**src/rtl/cpu_pkg.sv**
```systemverilog
// Shared CPU definitions: widths, opcode map, ALU/shift codes, control FSM states
// and the registered control bundle.
package cpu_pkg;

    localparam int unsigned OPCODE_W = 8;
    localparam int unsigned ALUOP_W  = 3;
    localparam int unsigned SHIFT_W  = 2;

    localparam logic [OPCODE_W-1:0] OP_LOADI = 8'h00;
    localparam logic [OPCODE_W-1:0] OP_MOV   = 8'h01;
    localparam logic [OPCODE_W-1:0] OP_ADD   = 8'h02;
    localparam logic [OPCODE_W-1:0] OP_SUB   = 8'h03;
    localparam logic [OPCODE_W-1:0] OP_AND   = 8'h04;
    localparam logic [OPCODE_W-1:0] OP_OR    = 8'h05;
    localparam logic [OPCODE_W-1:0] OP_J     = 8'h06;
    localparam logic [OPCODE_W-1:0] OP_BEQ   = 8'h07;
    localparam logic [OPCODE_W-1:0] OP_LWD   = 8'h08;
    localparam logic [OPCODE_W-1:0] OP_LWI   = 8'h09;
    localparam logic [OPCODE_W-1:0] OP_SWD   = 8'h0A;
    localparam logic [OPCODE_W-1:0] OP_SWI   = 8'h0B;
    localparam logic [OPCODE_W-1:0] OP_MUL   = 8'h0C;
    localparam logic [OPCODE_W-1:0] OP_SLL   = 8'h0D;
    localparam logic [OPCODE_W-1:0] OP_SRL   = 8'h0E;
    localparam logic [OPCODE_W-1:0] OP_SRA   = 8'h0F;
    localparam logic [OPCODE_W-1:0] OP_ROR   = 8'h10;
    localparam logic [OPCODE_W-1:0] OP_BNE   = 8'h11;

    localparam logic [ALUOP_W-1:0] ALU_FWD   = 3'b000;
    localparam logic [ALUOP_W-1:0] ALU_ADD   = 3'b001;
    localparam logic [ALUOP_W-1:0] ALU_AND   = 3'b010;
    localparam logic [ALUOP_W-1:0] ALU_OR    = 3'b011;
    localparam logic [ALUOP_W-1:0] ALU_MUL   = 3'b100;
    localparam logic [ALUOP_W-1:0] ALU_SHIFT = 3'b101;

    localparam logic [SHIFT_W-1:0] SH_SLL = 2'b00;
    localparam logic [SHIFT_W-1:0] SH_SRL = 2'b01;
    localparam logic [SHIFT_W-1:0] SH_SRA = 2'b10;
    localparam logic [SHIFT_W-1:0] SH_ROR = 2'b11;

    typedef enum logic [1:0] {
        ST_DECODE = 2'd0,
        ST_MEM    = 2'd1,
        ST_WB     = 2'd2
    } state_e;

    typedef struct packed {
        logic               we;
        logic [ALUOP_W-1:0] aluop;
        logic               reg2_sign_sel;
        logic               op2_sel;
        logic [SHIFT_W-1:0] shift_mode;
        logic               jump;
        logic               branch;
        logic               branch_ne;
        logic               mem_read;
        logic               mem_write;
    } ctrl_t;

endpackage

```
**src/rtl/opcode_decoder.sv**
```systemverilog
// Combinational opcode decode into the datapath control bundle plus
// memory/load classification and an illegal-opcode indication.
module opcode_decoder
    import cpu_pkg::*;
(
    input  logic [OPCODE_W-1:0] opcode,
    output ctrl_t               ctrl_c,
    output logic                is_mem_c,
    output logic                is_load_c,
    output logic                illegal_c
);

    always_comb begin
        ctrl_c    = '0;
        is_mem_c  = 1'b0;
        is_load_c = 1'b0;
        illegal_c = 1'b0;
        case (opcode)
            OP_LOADI: begin ctrl_c.we = 1'b1; ctrl_c.op2_sel = 1'b1; end
            OP_MOV:   ctrl_c.we = 1'b1;
            OP_ADD:   begin ctrl_c.we = 1'b1; ctrl_c.aluop = ALU_ADD; end
            OP_SUB: begin
                ctrl_c.we            = 1'b1;
                ctrl_c.aluop         = ALU_ADD;
                ctrl_c.reg2_sign_sel = 1'b1;
            end
            OP_AND:   begin ctrl_c.we = 1'b1; ctrl_c.aluop = ALU_AND; end
            OP_OR:    begin ctrl_c.we = 1'b1; ctrl_c.aluop = ALU_OR;  end
            OP_MUL:   begin ctrl_c.we = 1'b1; ctrl_c.aluop = ALU_MUL; end
            OP_J:     ctrl_c.jump = 1'b1;
            OP_BEQ, OP_BNE: begin
                ctrl_c.aluop         = ALU_ADD;
                ctrl_c.reg2_sign_sel = 1'b1;
                ctrl_c.branch        = (opcode == OP_BEQ);
                ctrl_c.branch_ne     = (opcode == OP_BNE);
            end
            // Address is base plus register (d forms) or immediate (i forms)
            OP_LWD, OP_LWI, OP_SWD, OP_SWI: begin
                ctrl_c.aluop     = ALU_ADD;
                ctrl_c.op2_sel   = (opcode == OP_LWI) || (opcode == OP_SWI);
                ctrl_c.mem_read  = (opcode == OP_LWD) || (opcode == OP_LWI);
                ctrl_c.mem_write = (opcode == OP_SWD) || (opcode == OP_SWI);
                is_mem_c         = 1'b1;
                is_load_c        = ctrl_c.mem_read;
            end
            OP_SLL, OP_SRL, OP_SRA, OP_ROR: begin
                ctrl_c.we      = 1'b1;
                ctrl_c.aluop   = ALU_SHIFT;
                ctrl_c.op2_sel = 1'b1;
                case (opcode)
                    OP_SLL:  ctrl_c.shift_mode = SH_SLL;
                    OP_SRL:  ctrl_c.shift_mode = SH_SRL;
                    OP_SRA:  ctrl_c.shift_mode = SH_SRA;
                    default: ctrl_c.shift_mode = SH_ROR;
                endcase
            end
            default:  illegal_c = 1'b1;
        endcase
    end

endmodule

```
**src/rtl/control_fsm.sv**
```systemverilog
// Registered multi-cycle control unit: decodes accepted opcodes, sequences
// memory access / write-back and stalls the PC while data memory is busy.
module control_fsm
    import cpu_pkg::*;
(
    input  logic                CLK,
    input  logic                RESET,
    input  logic [OPCODE_W-1:0] OPCODE,
    input  logic                INSTR_VALID,
    input  logic                BUSYWAIT,
    output logic                WRITE_ENABLE,
    output logic [ALUOP_W-1:0]  ALUOP,
    output logic                REG2_SIGN_SEL,
    output logic                OP2_SEL,
    output logic [SHIFT_W-1:0]  SHIFT_MODE,
    output logic                JUMP,
    output logic                BRANCH,
    output logic                BRANCH_NE,
    output logic                MEM_READ,
    output logic                MEM_WRITE,
    output logic                WB_SEL,
    output logic                PC_STALL,
    output logic                ILLEGAL
);

    state_e state_q, state_d;
    ctrl_t  ctrl_q, ctrl_d;
    logic   load_q, load_d;
    logic   pc_stall_q, pc_stall_d;
    logic   wb_sel_q, wb_sel_d;
    logic   illegal_q, illegal_d;

    ctrl_t  dec_ctrl_c;
    logic   dec_is_mem_c;
    logic   dec_is_load_c;
    logic   dec_illegal_c;

    opcode_decoder u_dec (
        .opcode    (OPCODE),
        .ctrl_c    (dec_ctrl_c),
        .is_mem_c  (dec_is_mem_c),
        .is_load_c (dec_is_load_c),
        .illegal_c (dec_illegal_c)
    );

    always_ff @(posedge CLK) begin
        if (RESET) begin
            state_q    <= ST_DECODE;
            ctrl_q     <= '0;
            load_q     <= 1'b0;
            pc_stall_q <= 1'b0;
            wb_sel_q   <= 1'b0;
            illegal_q  <= 1'b0;
        end else begin
            state_q    <= state_d;
            ctrl_q     <= ctrl_d;
            load_q     <= load_d;
            pc_stall_q <= pc_stall_d;
            wb_sel_q   <= wb_sel_d;
            illegal_q  <= illegal_d;
        end
    end

    // Strobes default low each cycle; ALU select and operand muxes hold.
    always_comb begin
        state_d          = state_q;
        ctrl_d           = ctrl_q;
        ctrl_d.we        = 1'b0;
        ctrl_d.jump      = 1'b0;
        ctrl_d.branch    = 1'b0;
        ctrl_d.branch_ne = 1'b0;
        ctrl_d.mem_read  = 1'b0;
        ctrl_d.mem_write = 1'b0;
        load_d           = load_q;
        pc_stall_d       = 1'b0;
        wb_sel_d         = 1'b0;
        illegal_d        = illegal_q;
        case (state_q)
            ST_DECODE: begin
                if (INSTR_VALID) begin
                    ctrl_d    = dec_ctrl_c;
                    load_d    = dec_is_load_c;
                    illegal_d = illegal_q | dec_illegal_c;
                    if (dec_is_mem_c) begin
                        state_d    = ST_MEM;
                        pc_stall_d = 1'b1;
                    end
                end
            end
            ST_MEM: begin
                if (BUSYWAIT) begin
                    ctrl_d.mem_read  = ctrl_q.mem_read;
                    ctrl_d.mem_write = ctrl_q.mem_write;
                    pc_stall_d       = 1'b1;
                end else if (load_q) begin
                    state_d   = ST_WB;
                    ctrl_d.we = 1'b1;
                    wb_sel_d  = 1'b1;
                end else begin
                    state_d = ST_DECODE;
                end
            end
            ST_WB:   state_d = ST_DECODE;
            default: state_d = ST_DECODE;
        endcase
    end

    assign WRITE_ENABLE  = ctrl_q.we;
    assign ALUOP         = ctrl_q.aluop;
    assign REG2_SIGN_SEL = ctrl_q.reg2_sign_sel;
    assign OP2_SEL       = ctrl_q.op2_sel;
    assign SHIFT_MODE    = ctrl_q.shift_mode;
    assign JUMP          = ctrl_q.jump;
    assign BRANCH        = ctrl_q.branch;
    assign BRANCH_NE     = ctrl_q.branch_ne;
    assign MEM_READ      = ctrl_q.mem_read;
    assign MEM_WRITE     = ctrl_q.mem_write;
    assign WB_SEL        = wb_sel_q;
    assign PC_STALL      = pc_stall_q;
    assign ILLEGAL       = illegal_q;

endmodule

```
**config.mk**
```make
export PLATFORM = sky130hd
export DESIGN_NAME = control_fsm
export DESIGN_NICKNAME = d
export VERILOG_FILES = /design/src/rtl/cpu_pkg.sv /design/src/rtl/opcode_decoder.sv /design/src/rtl/control_fsm.sv
export SDC_FILE = /design/constraint.sdc
export NUM_CORES = 1
export LEC_CHECK = 0
export BUFFER_PORTS_ARGS = -buffer_cell sky130_fd_sc_hd__buf_2
export CORE_MARGIN = 2
export CORE_UTILIZATION = 52
export CTS_BUF_LIST = sky130_fd_sc_hd__clkbuf_16
export CTS_CLUSTER_DIAMETER = 50
export DETAILED_ROUTE_END_ITERATION = 6
export PLACE_DENSITY = 0.92
export SETUP_SLACK_MARGIN = 0.3
export SLEW_MARGIN = 20
export SYNTH_ARGS = -nofsm -noshare
export SYNTH_HDL_FRONTEND = slang
export SYNTH_SLANG_ARGS = --single-unit
```
**constraint.sdc**
```tcl
create_clock -name CLK -period 3.1 [get_ports CLK]
set_input_delay 0.31 -clock CLK [delete_from_list [all_inputs] [get_ports CLK]]
set_output_delay 0.31 -clock CLK [all_outputs]
set_load 0.01 [all_outputs]
```
==> flow_metrics.env, run 1 <==
export IMPL_status="finished clean"
export IMPL_clk_latency_ns=0.25
export IMPL_postCtsSetupBuffers=0
export IMPL_fin_crit_sh_pct=43.7
export IMPL_fin_area_mm2=0.00110
export IMPL_antenna_found_initial=0
export IMPL_synth_top_area_share_pct=42.6
export IMPL_min_path_type="input pin to register"
export IMPL_slew_violations=0
export IMPL_path_max_fanout=5
export IMPL_place_congestion=0.796
export IMPL_setup_violations=0
export IMPL_grt_pass1_wl_mm=3.66
export IMPL_max_slew_margin_pct=70.0
export IMPL_drtPass1Iterations=4
export IMPL_synth_area_top_cells="dfxtp_1 (43%), nand2_1 (3.4%), nor4b_2 (3.4%)"
export IMPL_start_util_pct=57.3
export IMPL_wl_per_cell_um=15.5
export IMPL_async_flop_share_pct=0
export IMPL_synth_cells=98
export IMPL_post_dp_hpwl_mm=1.47
export IMPL_rows=14
export IMPL_synth_most_common_cell="dfxtp_1"
export IMPL_cts_tree="yes"
export IMPL_h_tree_depth=1
export IMPL_leakage_uw=0.000466
export IMPL_crit_path_end_kind="register"
export IMPL_cap_viol_max_count=0
export IMPL_slowest_delay_ns=0.46
export IMPL_crit_arrival_ns=1.51
export IMPL_cts_clk_slew_worst_paths_ns=0.05
export IMPL_syn_area_um2=893
export IMPL_cts_hold_buf=0
export IMPL_hold_violations=0
export IMPL_skew_ns=0.00227
export IMPL_fin_nets=136
export IMPL_tightestPinTransition_ns=0.449
export IMPL_ys_warn_count=0
export IMPL_detail_route_antenna_nets=0
export IMPL_clock_path_buffers=2
export IMPL_final_cells=139
export IMPL_drc=0
export IMPL_slowest_stage="nor4b_2"
export IMPL_synth_cell_types=40
export IMPL_io_pins=28
export IMPL_yosys_top_cells_count="dfxtp_1 (19), nand2_1 (8), nor2_1 (7), a21oi_1 (5), inv_1 (5)"
export IMPL_grt_util_all_layers_pct=24.8
export IMPL_regArea_um2=380
export IMPL_dieArea_mm2=0.00207
export IMPL_criticalPathCategory="register to register"
export IMPL_dp_cells=135
export IMPL_cp_cell_sequence="nor4b_2, nand3_1, o21ai_0"
export IMPL_root_buffer="clkbuf_16"
export IMPL_syn_area_per_cell_um2=9.12
export IMPL_synth_seq_cells=19
export IMPL_wirelength_mm=2.15
export IMPL_grt_overflow_total=0
export IMPL_multiInputGateArea_um2=457
export IMPL_core_mm2=0.00156
export IMPL_fp_dieW_um=45.5
export IMPL_dpl_cell_area_mm2=0.00102
export IMPL_synth_seq_area_share_pct=42.6
export IMPL_period_needed_ns=1.36
export IMPL_fillCellCount=127
export IMPL_grt_max_degree=17
export IMPL_required_ns=3.25
export IMPL_rsz0062_at_grt="no"
export IMPL_peakVddDrop_mv=0.288
export IMPL_cts_sinks=19
export IMPL_areaGrowthSynthToFinish_pct=22.8
export IMPL_synth_largest_area_cell="dfxtp_1"
export IMPL_synthFlopType="dfxtp_1"
export IMPL_fmax_mhz=738
export IMPL_drtIter0Drc=45
export IMPL_die_h_um=45.5
export IMPL_setup_tns_ns=0
export IMPL_postSynthNetCount=110
export IMPL_power_density_mw_per_mm2=514
export IMPL_numCtsBuffers=3
export IMPL_vias_per_cell=6.12
export IMPL_startpoint_type="register"
export IMPL_largest_register_ffs=3
export IMPL_synth_edf_count=0
export IMPL_grt_pass1_vias=798
export IMPL_post_cts_resized=0
export IMPL_antenna_cells=0
export IMPL_port_buffer_count=27
export IMPL_drive_gt1_share_pct=33.3
export IMPL_num_vias=850
placed cells by master (no fill, tap or decap), types with 2 or more instances in the layout:
master      n
nor4_1      2
nor2_1      7
nand3_1     4
dfxtp_1    19
nand2_1     8
nor2b_1     2
inv_1       6
o21ai_0     3
nand2b_1    2
nor3_1      2
o32ai_1     2
a21oi_1     5
nor3b_1     3
buf_2      27
clkbuf_16   3
and3_1      2
nor4b_2     2
nand4_1     2
cells by family (layout without fill, tap and decap cells):
| logic type | count (synthesis) | in the layout | share of synthesized area, % |
|---|---|---|---|
| muxes | 1 | 1 | 1.26 |
| DFF | 19 | 19 | 42.6 |
| AOI/OAI and AO/OA | 21 | 21 | 17.2 |
| and+or+nand+nor | 45 | 45 | 32.6 |
| buffers and inverters | 12 | 37 | 6.30 |
power by group:
part	internal (uW)	switching [uW]	total, uW
combinational	22.1	34.2	56.3
clock	171	86.8	258
sequential	248	1.55	249
total	441	123	564
metal layers:
metal	wire length [um]	vias up	track usage (%)
li1	-	412	-
met1	844	380	29.8
met2	1090	46	40.8
met3	164	12	5.95
met4	59	0	12.4
met5	0	-	0
layout make-up:
type                       count  share of cell area (%)
tap                           16                    1.82
clock buffer                   3                    6.84
timing repair buffer          28                    13.0
multi-input combinational     67                    41.6
clock inverter                 1                   0.342
sequential                    19                    34.7
inverter                       5                    1.71
stage by stage:
stage / power (uW) / setup slack (ns) / util [%] / hold slack (ns)
6_report: 564 / 1.74 / 70.4 / 0.345
5_1_grt: 581 / 1.66 / 70.4 / 0.363
4_1_cts: 560 / 1.76 / 70.4 / 0.345
3_5_place_dp: 308 / 1.65 / 65.3 / 0.441
3_3_place_gp: 306 / 1.72 / 65.3 / 0.434
2_1_floorplan: 290 / 1.85 / - / 0.427
critical path, delay by kind of cell (launching register included):
| kind | cells | cell delay (ns) |
|---|---|---|
| DFF | 1 | 0.35 |
| and+or+nand+nor | 2 | 0.65 |
| AOI/OAI and AO/OA | 1 | 0.26 |
final timing paths:
kind	depth (start not counted)	end	slack (ns)	from
worst max-delay path	3	MEM_READ	1.74	state_q[1]
worst min-delay path	3	state_q[0]	0.35	BUSYWAIT
worst min register to register	2	SHIFT_MODE[0]	0.46	SHIFT_MODE[0]
worst max register to register	3	MEM_READ	1.74	state_q[1]
Note: power is estimated with default switching activity, not from simulation.
==> run 2: changes to the inputs <==
--- a/config.mk
+++ b/config.mk
@@ -7,11 +7,11 @@
 export LEC_CHECK = 0
 export BUFFER_PORTS_ARGS = -buffer_cell sky130_fd_sc_hd__buf_2
 export CORE_MARGIN = 2
-export CORE_UTILIZATION = 52
+export CORE_UTILIZATION = 44
 export CTS_BUF_LIST = sky130_fd_sc_hd__clkbuf_16
 export CTS_CLUSTER_DIAMETER = 50
 export DETAILED_ROUTE_END_ITERATION = 6
-export PLACE_DENSITY = 0.92
+export PLACE_DENSITY = 0.84
 export SETUP_SLACK_MARGIN = 0.3
 export SLEW_MARGIN = 20
 export SYNTH_ARGS = -nofsm -noshare
==> constraint.sdc (replaced) <==
create_clock -name CLK -period 1.1 [get_ports CLK]
set_input_delay 0.11 -clock CLK [delete_from_list [all_inputs] [get_ports CLK]]
set_output_delay 0.11 -clock CLK [all_outputs]
set_load 0.01 [all_outputs]
==> flow_metrics.env, run 2 (synthesis gave the netlist of run 1 again) <==
export IMPL_fin_area_mm2=0.00144
export IMPL_io_pins=28
export IMPL_slowest_stage="dfxtp_4"
export IMPL_hold_start="OPCODE[0]"
export IMPL_tightestPinTransition_ns=0.348
export IMPL_drive_gt1_share_pct=61.3
export IMPL_clock_path_buffers=2
export IMPL_port_buffer_count=27
export IMPL_slew_violations=0
export IMPL_cp_cell_sequence="nor3b_2, buf_6, buf_4, nand3_2, a21oi_2"
export IMPL_slowest_delay_ns=0.37
export IMPL_leakage_uw=0.000608
export IMPL_largest_register_ffs=3
export IMPL_r2r_start="state_q[1]"
export IMPL_min_path_type="input pin to register"
export IMPL_dieArea_mm2=0.00241
export IMPL_cts_sinks=19
export IMPL_drc=0
export IMPL_wirelength_mm=2.69
export IMPL_max_slew_margin_pct=76.6
export IMPL_skew_ns=0.00174
export IMPL_dpl_cell_area_mm2=0.00116
export IMPL_power_density_mw_per_mm2=1160
export IMPL_reg2reg_slack_ns=-0.04
export IMPL_grt_util_all_layers_pct=23.8
export IMPL_rsz0062_at_grt="yes"
export IMPL_grt_pass1_vias=924
export IMPL_violations="setup timing"
export IMPL_h_tree_depth=1
export IMPL_vias_per_cell=5.49
export IMPL_antenna_found_initial=0
export IMPL_areaGrowthSynthToFinish_pct=61.5
export IMPL_start_util_pct=46.0
export IMPL_die_h_um=49.1
export IMPL_status="finished with violations"
export IMPL_clk_latency_ns=0.25
export IMPL_antenna_cells=0
export IMPL_drtPass1Iterations=4
export IMPL_crit_path_start="state_q[1]"
export IMPL_drtIter0Drc=21
export IMPL_hold_violations=0
export IMPL_path_max_fanout=10
export IMPL_fin_crit_sh_pct=104
export IMPL_rows=16
export IMPL_peakVddDrop_mv=0.880
export IMPL_fmax_mhz=876
export IMPL_period_needed_ns=1.14
export IMPL_num_vias=927
export IMPL_detail_route_antenna_nets=0
export IMPL_crit_arrival_ns=1.32
export IMPL_timing_final_ws_setup_ns=-0.0416
export IMPL_criticalPathCategory="register to register"
export IMPL_post_dp_hpwl_mm=1.78
export IMPL_cts_clk_slew_worst_paths_ns=0.05
export IMPL_final_common_cell="buf_4"
export IMPL_cap_viol_max_count=0
export IMPL_core_mm2=0.00194
export IMPL_crit_path_end_kind="register"
export IMPL_cts_tree="yes"
export IMPL_setup_violations=8
export IMPL_root_buffer="clkbuf_16"
export IMPL_grt_max_degree=13
export IMPL_grt_overflow_total=0
export IMPL_wl_per_cell_um=15.9
export IMPL_final_cell_mix="buf_4 (18), buf_2 (16), buf_6 (13)"
export IMPL_startpoint_type="register"
export IMPL_fin_nets=155
export IMPL_setup_tns_ns=-0.154
export IMPL_numCtsBuffers=3
export IMPL_place_congestion=0.862
export IMPL_fp_dieW_um=49.1
export IMPL_grt_pass1_wl_mm=4.40
export IMPL_required_ns=1.28
==> run 2: changes by cell type in the layout (fill, tap and decap cells not counted), moves of 3 or more <==
cell,before,now
buf_2,27,16
buf_4,1,18
buf_6,0,13
dfxtp_1,19,6
dfxtp_2,0,11
o21ai_0,3,0
o21ai_1,0,3
==> run 2: final timing paths <==
kind | to | cells after the start
setup / recovery | ALUOP[1] | 5
hold reg to reg | MEM_WRITE | 2
setup reg to reg | ALUOP[1] | 5
hold / removal | JUMP | 2
==> run 2: cell type report <==
type | instances | area, um^2
tap | 27 | 33.8
clock inverter | 1 | 3.75
inverter | 5 | 18.8
multi-input combinational | 67 | 548
fill | 148 | 499
clock buffer | 3 | 75.1
sequential | 19 | 402
timing repair buffer | 47 | 362
==> run 2: per-layer routing <==
layer  track usage [%]  wire length, um
met1              26.0             1070
met2              45.7             1450
met3              3.68              109
met4              7.62               47
met5                 0                0
==> run 2: metrics by stage <==
stage               util [%]  total power (uW)  hold slack [ns]  instances  setup slack (ns)
global route            74.3              1730            0.113        169            -0.115
CTS                     69.5              1640            0.115        164           -0.0202
finish                  74.3              1670            0.114        169           -0.0416
global placement        59.9               902            0.372        158           -0.0272
detailed placement      59.9               911            0.378        158           -0.0282
floorplan                  -               825            0.226         98            0.0848
==> run 2: power by group <==
group	leakage (uW)	switching, uW	internal [uW]
clock network	0.0000423	246	483
registers	0.000160	6.04	694
logic	0.000405	124	119
==> run 2: timing repair <==
item	CTS	global route
gates resized for setup	26	10
setup endpoints to repair	30	32
hold endpoints to repair	0	0
buffers inserted	2	5
hold buffers	0	0
pin swaps	4	3
==> run 2: worst max-delay path: cells and delay by family, from the launching register on <==
family | cells | cell delay [ns]
compound gates | 1 | 0.14
buf+inv | 2 | 0.29
flops | 1 | 0.37
simple gates | 2 | 0.28
